**config.mk**
```make
export PLATFORM = sky130hd
export DESIGN_NAME = io_port
export DESIGN_NICKNAME = d
export VERILOG_FILES = /design/src/rtl/io_port.sv
export SDC_FILE = /design/constraint.sdc
export NUM_CORES = 1
export LEC_CHECK = 0
export ABC_CLOCK_PERIOD_IN_PS = 3800
export BUFFER_PORTS_ARGS = -buffer_cell sky130_fd_sc_hd__buf_4
export CAP_MARGIN = 0
export CORE_MARGIN = 1.5
export CORE_UTILIZATION = 40
export CTS_BUF_LIST = sky130_fd_sc_hd__clkbuf_4 sky130_fd_sc_hd__clkbuf_8 sky130_fd_sc_hd__clkbuf_16
export CTS_CLUSTER_SIZE = 14
export DETAILED_ROUTE_END_ITERATION = 10
export GPL_TIMING_DRIVEN = 0
export SYNTH_ARGS = -nofsm -noshare
export SYNTH_HDL_FRONTEND = slang
export SYNTH_SLANG_ARGS = --single-unit
```
**constraint.sdc**
```tcl
create_clock -name clk -period 3.8 [get_ports clk]
set_input_delay 0.19 -clock clk [delete_from_list [all_inputs] [get_ports clk]]
set_output_delay 0.19 -clock clk [all_outputs]
set_load 0.01 [all_outputs]
```
**src/rtl/io_port.sv**
```systemverilog
// Character I/O port: keyboard input register with ready/ack flag and an
// 8N1 serial transmitter with an idle flag, sticky overrun and interrupt request.
module io_port #(
  parameter int CLKS_PER_BIT = 16
) (
  input  logic       clk,
  input  logic       rst,
  input  logic [7:0] inp_data,
  input  logic       inp_valid,
  output logic       inp_ready,
  input  logic       inp_ack,
  output logic [7:0] inpr,
  output logic       fgi,
  input  logic       outr_load,
  input  logic [7:0] ac_low,
  output logic       fgo,
  input  logic       ien,
  output logic       irq,
  output logic       tx,
  output logic       ovr
);

  localparam int CW = (CLKS_PER_BIT > 1) ? $clog2(CLKS_PER_BIT) : 1;
  localparam logic [CW-1:0] CNT_LAST = CW'(CLKS_PER_BIT - 1);

  typedef enum logic [1:0] {
    S_IDLE,
    S_START,
    S_DATA,
    S_STOP
  } state_t;

  state_t          state_q, state_d;
  logic [CW-1:0]   cnt_q, cnt_d;
  logic [3:0]      idx_q, idx_d;
  logic [7:0]      outr_q, outr_d;
  logic            tx_q, tx_d;
  logic            fgo_q, fgo_d;
  logic            ovr_q, ovr_d;
  logic            fgi_q, fgi_d;
  logic [7:0]      inpr_q, inpr_d;

  // An ack takes priority over a new character while the flag is set, so the
  // offered character is only taken on a later cycle.
  always_comb begin
    fgi_d  = fgi_q;
    inpr_d = inpr_q;
    if (fgi_q) begin
      if (inp_ack) fgi_d = 1'b0;
    end else if (inp_valid) begin
      fgi_d  = 1'b1;
      inpr_d = inp_data;
    end
  end

  always_ff @(posedge clk or posedge rst) begin
    if (rst) begin
      fgi_q  <= 1'b0;
      inpr_q <= 8'h00;
    end else begin
      fgi_q  <= fgi_d;
      inpr_q <= inpr_d;
    end
  end

  // tx_d is the line level for the cycle after the edge, so the serial output
  // comes straight from a flop.
  always_comb begin
    state_d = state_q;
    cnt_d   = cnt_q;
    idx_d   = idx_q;
    outr_d  = outr_q;
    tx_d    = tx_q;
    fgo_d   = fgo_q;
    ovr_d   = ovr_q;
    if (outr_load && !fgo_q) ovr_d = 1'b1;
    unique case (state_q)
      S_IDLE: begin
        tx_d  = 1'b1;
        fgo_d = 1'b1;
        if (outr_load) begin
          outr_d  = ac_low;
          fgo_d   = 1'b0;
          cnt_d   = '0;
          tx_d    = 1'b0;
          state_d = S_START;
        end
      end
      S_START: begin
        if (cnt_q == CNT_LAST) begin
          cnt_d   = '0;
          idx_d   = 4'd0;
          tx_d    = outr_q[0];
          state_d = S_DATA;
        end else begin
          cnt_d = cnt_q + CW'(1);
        end
      end
      S_DATA: begin
        if (cnt_q == CNT_LAST) begin
          cnt_d = '0;
          if (idx_q == 4'd7) begin
            tx_d    = 1'b1;
            state_d = S_STOP;
          end else begin
            idx_d = idx_q + 4'd1;
            tx_d  = outr_q[idx_q[2:0] + 3'd1];
          end
        end else begin
          cnt_d = cnt_q + CW'(1);
        end
      end
      S_STOP: begin
        tx_d = 1'b1;
        if (cnt_q == CNT_LAST) begin
          cnt_d   = '0;
          fgo_d   = 1'b1;
          state_d = S_IDLE;
        end else begin
          cnt_d = cnt_q + CW'(1);
        end
      end
      default: begin
        state_d = S_IDLE;
        tx_d    = 1'b1;
        fgo_d   = 1'b1;
      end
    endcase
  end

  always_ff @(posedge clk or posedge rst) begin
    if (rst) begin
      state_q <= S_IDLE;
      cnt_q   <= '0;
      idx_q   <= 4'd0;
      outr_q  <= 8'h00;
      tx_q    <= 1'b1;
      fgo_q   <= 1'b1;
      ovr_q   <= 1'b0;
    end else begin
      state_q <= state_d;
      cnt_q   <= cnt_d;
      idx_q   <= idx_d;
      outr_q  <= outr_d;
      tx_q    <= tx_d;
      fgo_q   <= fgo_d;
      ovr_q   <= ovr_d;
    end
  end

  assign inpr      = inpr_q;
  assign fgi       = fgi_q;
  assign inp_ready = ~fgi_q;
  assign fgo       = fgo_q;
  assign tx        = tx_q;
  assign ovr       = ovr_q;
  assign irq       = ien & (fgi_q | fgo_q);

endmodule

```
==> summary.txt, run 1 <==
Power Total -> 0.726 mW
Max stage delay cell, worst path -> mux4_1
CP peak stage delay -> 0.55 ns
Avg WL per Cell -> 13.4 µm
Worst path arrival time -> 2.13 ns
Post-DP HPWL -> 2090 µm
Final Core Density -> 55.0%
Layout cells sized above 1 -> 39.6%
WHS -> 0.0786 ns
Post_cts resized -> 0
Post-route minimum period -> 1.94 ns
Final Instance Area -> 1890 µm²
Crit-path leading delay family -> multiplexers
Overall die area -> 4060 µm²
DRC Markers -> 0
Largest net degree at the start of global routing -> 31
Placed Instance Area -> 1800 µm²
PortBufs -> 35
Post-route ant nets -> 0
Row count -> 21
Final worst setup slack -> 1.86 ns
GRT Util Overall -> 16.2%
Worst-Skew Late Latency -> 0.28 ns
Routed wl met3 -> 199 µm
Pre-CTS setup slack -> 1.85 ns
Vias/cell -> 5.18
Core area -> 3440 µm²
Fin nets -> 197
Synth Register Bits -> 30
Worst Clk Skew -> 0.00447 ns
Hold Crit Endpoint -> fgi$_DFF_PP0_
Iteration-0 DRC Markers -> 94
Synth Area per Inst -> 11.7 µm²
Metal2 WL -> 1290 µm
Worst R2R Setup Slack -> 1.86 ns
Root Driver -> clkbuf_8
R2r startpoint -> idx_q[0]$_DFFE_PP0P_
Synth top area share -> 47.5%
Fillers -> 314
Count of clock tree sinks -> 30
M1 WL -> 1340 µm
Period utilization -> 51.1%
Hold Vio Cnt, Final -> 0
Outcome -> complete, no violations
CTS max path bufs -> 2
WS Path Type -> flop to flop
Mapped Cells -> 126
Least-Margin Pin Slew -> 1.15 ns
Crit end category -> flop
CTS Hold Bufs -> 0
Initial core utilization -> 42.9%
CP required -> 3.99 ns
Routability cong. -> 0.800
Synth Cell Area -> 1480 µm²
Die Height -> 63.7 µm
Antenna violations before repair -> 0
Setup TNS -> 0 ns
First-pass GRT wire length -> 5090 µm
Fmax -> 0.515 GHz
Post-CTS Setup Bufs -> 0
Initial DRT Pass Iterations -> 4
CTS tree -> done
CTS Buf Count -> 5
Cell area power density -> 384 nW/µm²
Setup violations, final -> 0
RSZ-0062 raised after global routing -> false
Area Growth Syn to Fin -> 28.3%
Crit path max fanout -> 7
Highest routed layer -> met4
Startpoint types -> flop
Number of global-route vias before repair -> 1,154
Via count -> 1,113
Min-delay worst type -> primary input to flop
Non-Filler Instances -> 215
Synth Net Count -> 155
Top cell type by total area after synthesis -> dfrtp_1
Worst hold start -> inp_ack
Drt total wl -> 2890 µm
Placed cells -> 207
Max-Cap Viols -> 0
Yosys Warn Count -> 0
Chip width -> 63.7 µm
Sequential-to-total area share from yosys stat -> 51.1%
Cells on worst reg2reg path -> 5
Max-slew violations -> 0
Io pins -> 36
Worst Path Buf+Inv -> 0
Antenna cells -> 0
Leak pwr -> 0.916 nW
Worst VDD drop -> 0.232 mV
Clock-pin slew on the worst setup and hold paths -> 0.06 ns
FF-to-FF End -> tx$_DFFE_PP1P_
CP cell instances -> ha_1, mux4_1, mux2_2, nand2_1, a41oi_1
Slew Limit Headroom -> 23.1%
GRT overflow -> 0
Hold depth -> 2
H-tree level count -> 2
Post-synth cell types -> 34
Top cells by area, synth -> dfrtp_1 (47%), mux2_2 (13%), ha_1 (5.9%)
## synth_stat cells
cell type   n
o22a_1      1
mux4_1      1
mux2i_1     2
o41ai_1     1
nand2_1    10
a22o_1      2
nor2_1      6
and3b_1     1
a21o_1      2
mux4_2      1
a22oi_1     1
nor3_1      1
ha_1        7
a21oi_1     4
a41oi_1     1
o21ai_0    10
nand2b_1    2
mux2_4      1
xnor2_1     1
clkbuf_1    2
a311oi_1    1
o21a_1      1
nand3_1     3
buf_2       3
nor3b_1     1
nor4_1      1
o21ai_1     1
o21bai_1    1
nor2b_1     2
inv_1       6
mux2_2     17
dfstp_2     2
and3_1      2
dfrtp_1    28
## cells in the final DEF, fill, tap and decap left out, types with 3 or more instances in the layout
cell / n
clkbuf_8: 6
nand3_1: 3
dfrtp_1: 28
buf_2: 3
nand2_1: 10
inv_1: 6
buf_4: 35
a21oi_1: 4
ha_1: 7
nor2_1: 6
o21ai_0: 10
mux2_2: 17
## cell type report
cell class / instances / area (µm²) / share of cell area (%)
tap: 46 / 57.6 / 3.04
multi-input combinational: 85 / 677 / 35.8
buffer: 5 / 22.5 / 1.19
timing repair buffer: 35 / 263 / 13.9
inverter: 6 / 22.5 / 1.19
clock buffer: 8 / 97.6 / 5.16
sequential: 30 / 753 / 39.8
## worst reg2reg max path: stages (launching register included)
cell,delay (ns)
dfrtp_1,0.46
ha_1,0.39
mux4_1,0.55
mux2_2,0.27
nand2_1,0.06
a41oi_1,0.11
## report_power, final
group / total [mW] / internal (mW) / switching (mW) / leakage [nW]
registers: 0.352 / 0.341 / 0.0118 / 0.362
clock network: 0.275 / 0.162 / 0.113 / 0.0523
logic: 0.0991 / 0.0601 / 0.0390 / 0.502
## flip-flops by register name, summed over array words and instances, names as in the netlist
| signal | flops |
|---|---|
| cnt_q | 4 |
| idx_q | 4 |
| ovr | 1 |
| state_q | 2 |
| fgo | 1 |
| inpr | 8 |
| tx | 1 |
| fgi | 1 |
| outr_q | 8 |
## how the worst max path moves through the flow
| stage | from | to | slack [ns] | cells after the start |
|---|---|---|---|---|
| final | idx_q[0]$_DFFE_PP0P_ | tx$_DFFE_PP1P_ | 1.86 | 5 |
| after global routing | idx_q[0]$_DFFE_PP0P_ | tx$_DFFE_PP1P_ | 1.73 | 5 |
| after global placement | idx_q[0]$_DFFE_PP0P_ | tx$_DFFE_PP1P_ | 1.86 | 5 |
| after floorplan | idx_q[0]$_DFFE_PP0P_ | tx$_DFFE_PP1P_ | 1.99 | 5 |
| after detailed placement | idx_q[0]$_DFFE_PP0P_ | tx$_DFFE_PP1P_ | 1.85 | 5 |
| after CTS | idx_q[0]$_DFFE_PP0P_ | tx$_DFFE_PP1P_ | 1.84 | 5 |
## routing by layer
metal | vias to the layer above | global-route usage, %
met1 | 538 | 20.3
li1 | 532 | -
met4 | 0 | 6.25
met3 | 7 | 6.51
met2 | 36 | 25.1
met5 | - | 0
## cells by family after synthesis
kind of cell,count (synthesis),synth area share (%)
AND/OR/NAND/NOR,29,9.50
XOR/XNOR,1,0.594
adder cells (fa/ha/maj),7,5.94
multiplexers,22,18.7
flip-flops,30,51.1
AO/OA/AOI/OAI,26,11.2
buffers and inverters,11,3.05
(Power assumes the default switching activity.)
==> inputs of run 2 (changes only) <==
--- a/config.mk
+++ b/config.mk
@@ -5,7 +5,8 @@
 export SDC_FILE = /design/constraint.sdc
 export NUM_CORES = 1
 export LEC_CHECK = 0
-export ABC_CLOCK_PERIOD_IN_PS = 3800
+export ABC_AREA = 1
+export ABC_CLOCK_PERIOD_IN_PS = 1600
 export BUFFER_PORTS_ARGS = -buffer_cell sky130_fd_sc_hd__buf_4
 export CAP_MARGIN = 0
 export CORE_MARGIN = 1.5
==> constraint.sdc (replaced) <==
create_clock -name clk -period 1.6 [get_ports clk]
set_input_delay 0.08 -clock clk [delete_from_list [all_inputs] [get_ports clk]]
set_output_delay 0.08 -clock clk [all_outputs]
set_load 0.01 [all_outputs]
==> run 2 against run 1 <==
Highest routed layer unchanged. Non-clock buffer count increased by 4. Worst setup slack got worse by 1.7 ns. Largest power group is now combinational cells. Routed wire length increased by 2.7%.
==> summary.txt, run 2 <==
PortBufs -> 35 (unchanged)
Setup violations, final -> 0 (unchanged)
Avg WL per Cell -> 11.3 µm (-16%)
Pre-CTS setup slack -> -0.0129 ns (-1.86 ns)
WS Path Type -> flop to flop
Clock-pin slew on the worst setup and hold paths -> 0.06 ns (about the same)
Synth top area share -> 46.8% (-0.68 points)
Number of global-route vias before repair -> 1,323 (+15%)
Fillers -> 349 (+11%)
Max-Cap Viols -> 0 (unchanged)
Startpoint types -> flop
Max stage delay cell, worst path -> dfrtp_1
Worst Clk Skew -> 0.00467 ns (+0.000207 ns)
GRT Util Overall -> 17.5% (+1.3 points)
Least-Margin Pin Slew -> 1.11 ns (-0.0396 ns)
Initial core utilization -> 41.2% (-1.7 points)
Crit-path leading delay family -> simple AND/OR/NAND/NOR gates
Fin nets -> 243 (+23%)
Cell area power density -> 1580 nW/µm² (+310%)
Routability cong. -> 0.788 (-1.5%)
WHS -> 0.00600 ns (-0.0726 ns)
Layout cells sized above 1 -> 33.0% (-6.6 points)
CTS max path bufs -> 2 (unchanged)
Synth Area per Inst -> 9.18 µm² (-22%)
Via count -> 1,245 (+12%)
Post-route ant nets -> 0 (unchanged)
Top_reg_cell synth -> dfrtp_1
Synth Net Count -> 192 (+24%)
Slew Limit Headroom -> 25.7% (+2.6 points)
Final worst setup slack -> 0.122 ns (-1.74 ns)
Antenna violations before repair -> 0 (unchanged)
Drt total wl -> 2970 µm (+2.7%)
CP required -> 1.76 ns (-2.23 ns)
Row count -> 22 (+4.8%)
First-pass GRT wire length -> 5550 µm (+9.2%)
Largest net degree at the start of global routing -> 31 (unchanged)
Post-route minimum period -> 1.48 ns (-0.464 ns)
Overall die area -> 4120 µm² (+1.4%)
Top cell type by total area after synthesis -> dfrtp_1
Synth Register Bits -> 30 (unchanged)
Outcome -> complete, no violations
Min-delay worst type -> primary input to flop
Period utilization -> 92.3% (+41 points)
Hold Vio Cnt, Final -> 0 (unchanged)
DRC Markers -> 0 (unchanged)
Die Height -> 64.2 µm (+0.68%)
Worst path arrival time -> 1.64 ns (-0.49 ns)
Post-synth EDFFs -> 0 (unchanged)
Vias/cell -> 4.73 (-8.6%)
Commonest non-fill, non-tap cell in the layout -> nand2_1
Top post-synthesis cells by count -> nand2_1 (50), dfrtp_1 (28), inv_1 (16)
Iteration-0 DRC Markers -> 22 (-77%)
Worst-Skew Late Latency -> 0.28 ns (about the same)
Post-DP HPWL -> 2180 µm (+4.2%)
Initial DRT Pass Iterations -> 4 (unchanged)
Top cells by area, synth -> dfrtp_1 (47%), nand2_1 (13%), mux2_2 (6.0%)
Io pins -> 36 (unchanged)
Area Growth Syn to Fin -> 34.5%
Leak pwr -> 1.02 nW (+12%)
Most common cell in the synthesized netlist -> nand2_1
Asr flop ratio synth -> 100% (unchanged)
CTS Buf Count -> 5 (unchanged)
Sequential-to-total area share from yosys stat -> 50.3% (-0.73 points)
Max-slew violations -> 0 (unchanged)
Crit end category -> flop
RSZ-0062 raised after global routing -> false
Power Total -> 3.17 mW (+340%)
GRT overflow -> 0 (unchanged)
Post-synth cell types -> 26 (-24%)
CTS tree -> done
Fmax -> 0.677 GHz (+31%)
Worst Path Buf+Inv -> 1 (+1)
CP peak stage delay -> 0.37 ns (-0.18 ns)
CP cell instances -> buf_4, ha_1, or2_4, nand2_4, nand4_4, nor3_2, a21oi_1
Mapped Cells -> 163 (+29%)
Crit path max fanout -> 4 (-3)
Antenna cells -> 0 (unchanged)
Worst VDD drop -> 0.753 mV (+220%)
Yosys Warn Count -> 0 (unchanged)
Core area -> 3630 µm² (+5.6%)
H-tree level count -> 2 (unchanged)
Chip width -> 64.2 µm (+0.68%)
Most frequent cells in the layout -> nand2_1 (50), buf_4 (36), dfrtp_1 (28)
Final Core Density -> 55.4% (+0.41 points)
Root Driver -> clkbuf_8
Count of clock tree sinks -> 30 (unchanged)
Synth Cell Area -> 1500 µm² (+1.4%)
Setup TNS -> 0 ns (unchanged)
==> run 2: changes by cell type in the layout (fill, tap and decap cells not counted), sizes merged, moves of 7 or more <==
cell and delta:
mux2 -10, nand2 +45, inv +12, nand3 +11
dlygate4sd3 +7
==> run 2: stage by stage <==
step	instances	area, µm²
final	263	2010
after global routing	263	2010
after CTS	261	1990
after detailed placement	246	1820
after global placement	246	1820
after floorplan	163	1500
==> run 2: area by class of cell <==
type                            count  area (µm²)  share of cell area [%]
Timing Repair Buffer               43         340                    16.9
Sequential cell                    30         753                    37.4
Clock buffer                        7        90.1                    4.47
Timing Repair inverter              1        5.00                   0.249
Clock inverter                      1        5.00                   0.249
Multi-Input combinational cell    112         676                    33.6
Buffer                              1        5.00                   0.249
Tap cell                           48        60.1                    2.98
Inverter                           20        78.8                    3.92
==> run 2: metal layers <==
metal  global-route usage [%]  up-vias  routed length (µm)
met5                        0        -                   0
met4                     7.45        0                  59
met3                     5.99        7                 138
met2                     30.2       34                1450
met1                     19.5      580                1320
li1                         -      624                   -
==> run 2: worst paths after layout <==
check,startpoint,endpoint,slack [ns],cells after the start
max,state_q[0]$_DFFE_PP0P_,state_q[0]$_DFFE_PP0P_,0.12,7
min,ac_low[5],outr_q[5]$_DFFE_PP0P_,0.006,3
max reg2reg,state_q[0]$_DFFE_PP0P_,state_q[0]$_DFFE_PP0P_,0.12,7
min reg2reg,ovr$_DFFE_PP0P_,ovr$_DFFE_PP0P_,0.48,1
max in group asynchronous,rst,ovr$_DFFE_PP0P_,0.84,2
min in group asynchronous,rst,outr_q[3]$_DFFE_PP0P_,0.09,2
==> run 2: what timing repair did <==
item,CTS,global route
setup endpoints to repair,1,8
resized for setup,1,3
cloned,0,1
buffers inserted,0,1
hold buffers,7,0
hold endpoints to repair,7,0
==> run 2: cells by family (layout without fill, tap and decap cells) <==
family / after synthesis / after routing / synth area share (%)
adder cells (fa/ha/maj): 7 / 7 / 5.85
buffers and inverters: 21 / 73 / 5.35
multiplexers: 8 / 8 / 6.02
AND/OR/NAND/NOR: 77 / 77 / 24.6
XOR/XNOR: 2 / 2 / 1.17
flip-flops: 30 / 30 / 50.3
AO/OA/AOI/OAI: 18 / 18 / 6.69
==> run 2: power breakdown <==
group / switching [mW] / internal, mW
clock network: 0.272 / 0.363
logic: 0.721 / 0.601
registers: 0.181 / 1.03
==> run 2: tightest hold or removal path, delay by kind of cell <==
family / cells / cell delay (ns)
AND/OR/NAND/NOR: 2 / 0.09
buffers and inverters: 1 / 0.08
